### src/rtl/memory_arbiter_pkg.sv
// Shared types for the RAM-port arbiter: RAM handshake states, arbiter FSM states
// and the default icache-starvation bound.
package memory_arbiter_pkg;

  typedef enum logic [1:0] {
    FREE   = 2'd0,
    BUSY   = 2'd1,
    ACCESS = 2'd2,
    ERROR  = 2'd3
  } ramstate_t;

  typedef enum logic [1:0] {
    ARB_IDLE = 2'd0,
    ARB_I    = 2'd1,
    ARB_D    = 2'd2
  } arb_state_t;

  localparam int ARB_MAXDSTREAK = 4;

  // dcache first unless icache has been starved; then icache; then a lone dcache request.
  function automatic arb_state_t arb_pick(input logic i_req, input logic d_req,
                                          input logic starve);
    if (d_req && !starve) return ARB_D;
    else if (i_req)       return ARB_I;
    else if (d_req)       return ARB_D;
    else                  return ARB_IDLE;
  endfunction

endpackage

### src/rtl/memory_arbiter.sv
// Shares one RAM port between icache (read-only) and dcache (read/write); dcache has priority,
// a streak counter bounds icache starvation, and dcache two-word blocks are never split.
module memory_arbiter
  import memory_arbiter_pkg::*;
#(
  parameter int AW         = 32,
  parameter int DW         = 32,
  parameter int MAXDSTREAK = ARB_MAXDSTREAK
) (
  input  logic                              CLK,
  input  logic                              nRST,
  input  logic                              iREN,
  input  logic [AW-1:0]                     iaddr,
  output logic                              iwait,
  output logic [DW-1:0]                     iload,
  input  logic                              dREN,
  input  logic                              dWEN,
  input  logic [AW-1:0]                     daddr,
  input  logic [DW-1:0]                     dstore,
  input  logic                              dblof,
  output logic                              dwait,
  output logic [DW-1:0]                     dload,
  output logic                              ramREN,
  output logic                              ramWEN,
  output logic [AW-1:0]                     ramaddr,
  output logic [DW-1:0]                     ramstore,
  input  logic [DW-1:0]                     ramload,
  input  logic [1:0]                        ramstate,
  output logic [1:0]                        o_dbg_state,
  output logic [$clog2(MAXDSTREAK+1)-1:0]   o_dbg_streak
);

  localparam int SW = $clog2(MAXDSTREAK + 1);
  localparam logic [SW-1:0] STREAK_MAX = SW'(MAXDSTREAK);

  arb_state_t    r_state;
  logic [SW-1:0] r_streak;

  arb_state_t    w_state_nxt;
  arb_state_t    w_pick;
  logic [SW-1:0] w_streak_nxt;
  logic          w_dreq;
  logic          w_ram_access;
  logic          w_d_done;
  logic          w_i_done;
  logic          w_starve;

  // Handshake: a word completes in the cycle the owner's request is high and ramstate is
  // ACCESS; the owner's wait is low for exactly that cycle. ERROR/BUSY/FREE keep it waiting.
  always_comb begin
    w_dreq       = dREN | dWEN;
    w_ram_access = (ramstate == ACCESS);
    w_d_done     = (r_state == ARB_D) && w_dreq && w_ram_access;
    w_i_done     = (r_state == ARB_I) && iREN && w_ram_access;

    w_streak_nxt = r_streak;
    if (!iREN || w_i_done)
      w_streak_nxt = '0;
    else if (w_d_done && (r_streak != STREAK_MAX))
      w_streak_nxt = r_streak + 1'b1;

    // Uses the post-update streak so the MAXDSTREAK-th dcache word hands over immediately.
    w_starve = iREN && (w_streak_nxt == STREAK_MAX);
    w_pick   = arb_pick(iREN, w_dreq, w_starve);

    w_state_nxt = r_state;
    case (r_state)
      ARB_IDLE: w_state_nxt = w_pick;
      ARB_D: begin
        if (!w_dreq)
          w_state_nxt = w_pick;
        else if (w_d_done)
          w_state_nxt = dblof ? w_pick : ARB_D;
      end
      ARB_I: begin
        if (!iREN || w_i_done)
          w_state_nxt = w_pick;
      end
      default: w_state_nxt = ARB_IDLE;
    endcase

    ramREN   = 1'b0;
    ramWEN   = 1'b0;
    ramaddr  = '0;
    ramstore = '0;
    iwait    = 1'b1;
    dwait    = 1'b1;
    iload    = '0;
    dload    = '0;
    if (r_state == ARB_D) begin
      ramWEN   = dWEN;
      ramREN   = dREN & ~dWEN;
      ramaddr  = daddr;
      ramstore = dstore;
      dwait    = ~w_d_done;
      dload    = ramload;
    end else if (r_state == ARB_I) begin
      ramREN   = iREN;
      ramaddr  = iaddr;
      iwait    = ~w_i_done;
      iload    = ramload;
    end
  end

  always_ff @(posedge CLK or negedge nRST) begin
    if (!nRST) begin
      r_state  <= ARB_IDLE;
      r_streak <= '0;
    end else begin
      r_state  <= w_state_nxt;
      r_streak <= w_streak_nxt;
    end
  end

  assign o_dbg_state  = r_state;
  assign o_dbg_streak = r_streak;

endmodule

### config.mk
export PLATFORM = sky130hd
export DESIGN_NAME = memory_arbiter
export DESIGN_NICKNAME = d
export VERILOG_FILES = /design/src/rtl/memory_arbiter_pkg.sv /design/src/rtl/memory_arbiter.sv
export SDC_FILE = /design/constraint.sdc
export NUM_CORES = 1
export LEC_CHECK = 0
export ABC_AREA = 1
export CAP_MARGIN = 5
export CORE_AREA = 2 2 105 107
export CTS_BUF_LIST = sky130_fd_sc_hd__clkbuf_8
export DETAILED_ROUTE_END_ITERATION = 8
export DIE_AREA = 0 0 107 109
export SLEW_MARGIN = 20
export SYNTH_ARGS = -nofsm -noshare
export SYNTH_HDL_FRONTEND = slang
export SYNTH_SLANG_ARGS = --single-unit
### constraint.sdc
create_clock -name CLK -period 1.5 [get_ports CLK]
set_input_delay 0.3 -clock CLK [delete_from_list [all_inputs] [get_ports CLK]]
set_output_delay 0.3 -clock CLK [all_outputs]
set_load 0.05 [all_outputs]
==> metrics.txt, run 1 <==
# TYPE chip_impl_metric gauge
chip_impl_metric{name="die_h",unit="um"} 109
chip_impl_metric{name="synth-seq-cells",unit=""} 5
chip_impl_metric{name="num-nets-final",unit=""} 724
chip_impl_metric{name="final_cell_count_no_fill",unit=""} 725
chip_impl_info{name="critical_path_launch_point_type",value="register"} 1
chip_impl_metric{name="timing.fmax",unit="MHz"} 559
chip_impl_metric{name="period_needed",unit="ps"} 1790
chip_impl_metric{name="via_density_per_instance",unit=""} 4.14
chip_impl_metric{name="postLayoutSetupSlackWorst",unit="ps"} -289
chip_impl_metric{name="grt_first_pass_wirelength",unit="um"} 16900
chip_impl_metric{name="floorplan.die.width",unit="um"} 107
chip_impl_metric{name="drc",unit=""} 0
chip_impl_metric{name="placeable_core_area",unit="sq um"} 10600
chip_impl_metric{name="worst-endpoint-required",unit="ps"} 1200
chip_impl_info{name="post_synth_most_frequent_cells",value="sky130_fd_sc_hd__nor2_1 (101), sky130_fd_sc_hd__inv_1 (77), sky130_fd_sc_hd__a22o_1 (32)"} 1
chip_impl_info{name="ys.flop_type",value="sky130_fd_sc_hd__dfrtp_1"} 1
chip_impl_metric{name="diodes_inserted",unit=""} 0
chip_impl_metric{name="area_delta_synth_final",unit="%"} 427
chip_impl_info{name="netlist_top_cells_area",value="sky130_fd_sc_hd__nor2_1 (28%), sky130_fd_sc_hd__inv_1 (21%), sky130_fd_sc_hd__a22o_1 (20%), sky130_fd_sc_hd__dfrtp_1 (9.1%), sky130_fd_sc_hd__nand2_1 (6.3%)"} 1
chip_impl_metric{name="detailedRoute.firstIterationViolations",unit=""} 61
chip_impl_info{name="synth.most_common_cell",value="sky130_fd_sc_hd__nor2_1"} 1
chip_impl_metric{name="place.port_buffers",unit=""} 272
chip_impl_metric{name="dp_slack",unit="ps"} -460
chip_impl_metric{name="ys.warnings.count",unit=""} 0
chip_impl_metric{name="io-pin-count",unit=""} 273
chip_impl_metric{name="layout.core_utilization",unit=""} 0.681
chip_impl_info{name="min-delay-path-class",value="in -> async"} 1
chip_impl_metric{name="numPlacedInstances",unit=""} 697
chip_impl_metric{name="totalWireLength",unit="um"} 11500
chip_impl_info{name="critical_path.reg2reg.startpoint",value="o_dbg_state[0]"} 1
chip_impl_metric{name="global_route.usage.total",unit=""} 0.182
chip_impl_metric{name="maxCapViolations",unit=""} 0
chip_impl_info{name="synth_top_cell_by_area",value="sky130_fd_sc_hd__nor2_1"} 1
chip_impl_metric{name="drive_above_1_share",unit=""} 0.600
chip_impl_metric{name="cts.clk_slew.worst_paths",unit="ps"} 40
chip_impl_metric{name="die-area",unit="sq um"} 11700
chip_impl_metric{name="clock_tree.htree_level_count",unit=""} 1
chip_impl_metric{name="totalPowerFinal",unit="W"} 0.0137
chip_impl_metric{name="post_synth_num_cell_types",unit=""} 20
chip_impl_metric{name="floorplan.initialDensity",unit=""} 0.129
chip_impl_info{name="timing.critical_path.to_type",value="primary output"} 1
chip_impl_metric{name="cts_made_buffers",unit=""} 3
chip_impl_metric{name="overflow",unit=""} 0
chip_impl_metric{name="place.detailed.hpwl",unit="um"} 9070
chip_impl_metric{name="routabilityCongestion",unit=""} 0.881
chip_impl_info{name="grt_setup_unrepaired",value="yes"} 1
chip_impl_metric{name="synth_top_cell_area_share",unit=""} 0.276
chip_impl_metric{name="setup_viol_count_final",unit=""} 137
chip_impl_metric{name="route.detailed.wl_per_inst",unit="um"} 15.9
chip_impl_metric{name="final.setup_skew",unit="ps"} 1.46
chip_impl_metric{name="peak_supply_drop",unit="mV"} 1.21
chip_impl_metric{name="final-max-slew-violation-count",unit=""} 0
chip_impl_metric{name="worstPathArrival",unit="ps"} 1490
chip_impl_metric{name="initial_antenna_violation_count",unit=""} 0
chip_impl_info{name="rr_endpoint",value="o_dbg_state[0]"} 1
chip_impl_info{name="status",value="complete, but fails checks"} 1
chip_impl_info{name="cts_tree",value="done"} 1
chip_impl_metric{name="cts.path.max_buffers",unit=""} 2
chip_impl_metric{name="setup_total_negative_slack",unit="ps"} -31720
chip_impl_info{name="failing_checks",value="negative setup slack"} 1
chip_impl_metric{name="grt_max_degree",unit=""} 18
chip_impl_info{name="setup.worst_path.class",value="reg -> out"} 1
chip_impl_metric{name="num-fill-cells",unit=""} 756
chip_impl_metric{name="count_of_hold_fix_buffers_inserted_at_cts",unit=""} 0
chip_impl_metric{name="syn_inst",unit=""} 274
chip_impl_metric{name="detailroute.via_count",unit=""} 3004
chip_impl_metric{name="critPathMaxFanout",unit=""} 17
chip_impl_info{name="clock_tree.root_cell",value="sky130_fd_sc_hd__clkbuf_8"} 1
chip_impl_metric{name="row_count",unit=""} 38
chip_impl_metric{name="via_count_of_the_first_global_routing_pass",unit=""} 3318
chip_impl_metric{name="drtPass1Iterations",unit=""} 4
chip_impl_metric{name="power-per-cell-area",unit="nW/um^2"} 1900
chip_impl_metric{name="power_leakage",unit="nW"} 3.19
chip_impl_metric{name="synth_area",unit="sq um"} 1370
chip_impl_metric{name="r2r_setup_slack",unit="ps"} -280
chip_impl_metric{name="worst_pin_slew",unit="ps"} 283
chip_impl_metric{name="avgSynthCellArea",unit="sq um"} 5.00
chip_impl_metric{name="min_period_over_period",unit=""} 1.19
chip_impl_metric{name="clk-insertion-delay-late",unit="ps"} 220
chip_impl_metric{name="synth_fp_nets",unit=""} 412
chip_impl_metric{name="cts_num_sinks",unit=""} 5
chip_impl_metric{name="synth_edf_count",unit=""} 0
chip_impl_metric{name="detail-route-antenna-nets",unit=""} 0
chip_impl_metric{name="slew_headroom",unit=""} 0.811
chip_impl_metric{name="hold_violations",unit=""} 0
chip_impl_metric{name="reg2reg_depth",unit=""} 14
chip_impl_metric{name="synth_seq_area_share",unit=""} 0.0912
chip_impl_metric{name="synthArstFlopShare",unit=""} 1.00
## metal layers
| layer | wire length (um) | global-route usage | vias to the layer above |
|---|---|---|---|
| li1 | - | - | 1444 |
| met1 | 3750 | 0.188 | 1380 |
| met2 | 6780 | 0.379 | 172 |
| met3 | 883 | 0.0389 | 8 |
| met4 | 94 | 0.0269 | 0 |
| met5 | 0 | 0 | - |
## how the worst max path moves through the flow
stage	slack, ps	endpoint	depth (start not counted)	from
CTS	-290	ramstore[10]	7	o_dbg_state[0]
global placement	-340	o_dbg_state[1]	11	ramstate[1]
detailed placement	-460	o_dbg_state[1]	11	ramstate[1]
finish	-290	ramaddr[22]	7	o_dbg_state[0]
global route	-400	o_dbg_state[0]	15	o_dbg_state[0]
floorplan	-180	dload[0]	5	o_dbg_state[0]
## sequential cells by signal, summed over array words and instances, names as in the netlist
| name | flops |
|---|---|
| o_dbg_state | 2 |
| o_dbg_streak | 3 |
## per-stage QoR
stage	hold WS, ps	instance area [sq um]
after floorplan	4.41	2600
after global placement	552	6470
after detailed placement	564	6470
after CTS	334	7090
after global routing	344	7230
final	329	7230
## cell type report
| type | instances | area, sq um | share of cell area |
|---|---|---|---|
| well taps | 140 | 175 | 0.0242 |
| repair buffers | 323 | 4600 | 0.636 |
| inverters | 78 | 308 | 0.0426 |
| multi-input cells | 175 | 1970 | 0.273 |
| clock buffers | 3 | 41.3 | 0.00571 |
| flip-flops and latches | 5 | 130 | 0.0180 |
| clock inverters | 1 | 3.75 | 0.000519 |
## where the power goes
group	switching, W	internal, W	total, W
Clock	0.0000649	0.000175	0.000240
Sequential	0.0000564	0.000175	0.000231
Combinational	0.00711	0.00613	0.0132
## logic make-up (layout without fill, tap and decap cells)
family                     after synthesis  in the layout  share of synthesized area
and+or+nand+nor                        137            137                      0.411
DFF                                      5              5                     0.0912
buffers and inverters                   94            405                      0.257
adders and majority gates                2              2                     0.0182
AOI/OAI and AO/OA                       36             36                      0.223
## critical path: stages, from the launching register on
cell and delay (ps):
sky130_fd_sc_hd__dfrtp_2 370, sky130_fd_sc_hd__inv_4 50, sky130_fd_sc_hd__buf_12 120, sky130_fd_sc_hd__nand2_8 80
sky130_fd_sc_hd__clkinv_4 90, sky130_fd_sc_hd__buf_16 170, sky130_fd_sc_hd__a22o_4 230, sky130_fd_sc_hd__buf_8 140
## placed cells by master, fill, tap and decap left out, types with 4 or more instances in the layout
cell type                         netlist  layout
sky130_fd_sc_hd__dfrtp_2                0       4
sky130_fd_sc_hd__buf_16                 0       9
sky130_fd_sc_hd__clkbuf_16              0       4
sky130_fd_sc_hd__buf_8                  0       4
sky130_fd_sc_hd__buf_6                  0      38
sky130_fd_sc_hd__a22o_4                 0      30
sky130_fd_sc_hd__nor2_4                 2     102
sky130_fd_sc_hd__nand2_1               23      16
sky130_fd_sc_hd__buf_4                  0      20
sky130_fd_sc_hd__clkdlybuf4s50_1        0     133
sky130_fd_sc_hd__buf_12                 0     113
sky130_fd_sc_hd__nand2_2                1       6
sky130_fd_sc_hd__inv_1                 77      72
sky130_fd_sc_hd__inv_2                  0       4
## repair_timing
item                                    in CTS  in global routing
endpoints found under the setup margin     134                137
gates resized for setup                     83                  7
pin swaps                                   16                  8
cloned                                       7                  4
setup buffers                               12                  3
(Power assumes the default switching activity.)
==> run 2: changes to the inputs <==
Settings changed: CTS_CLUSTER_SIZE set to 25.
==> results of run 2 <==
No change in the layout: final DEF, timing and power equal those of run 1.
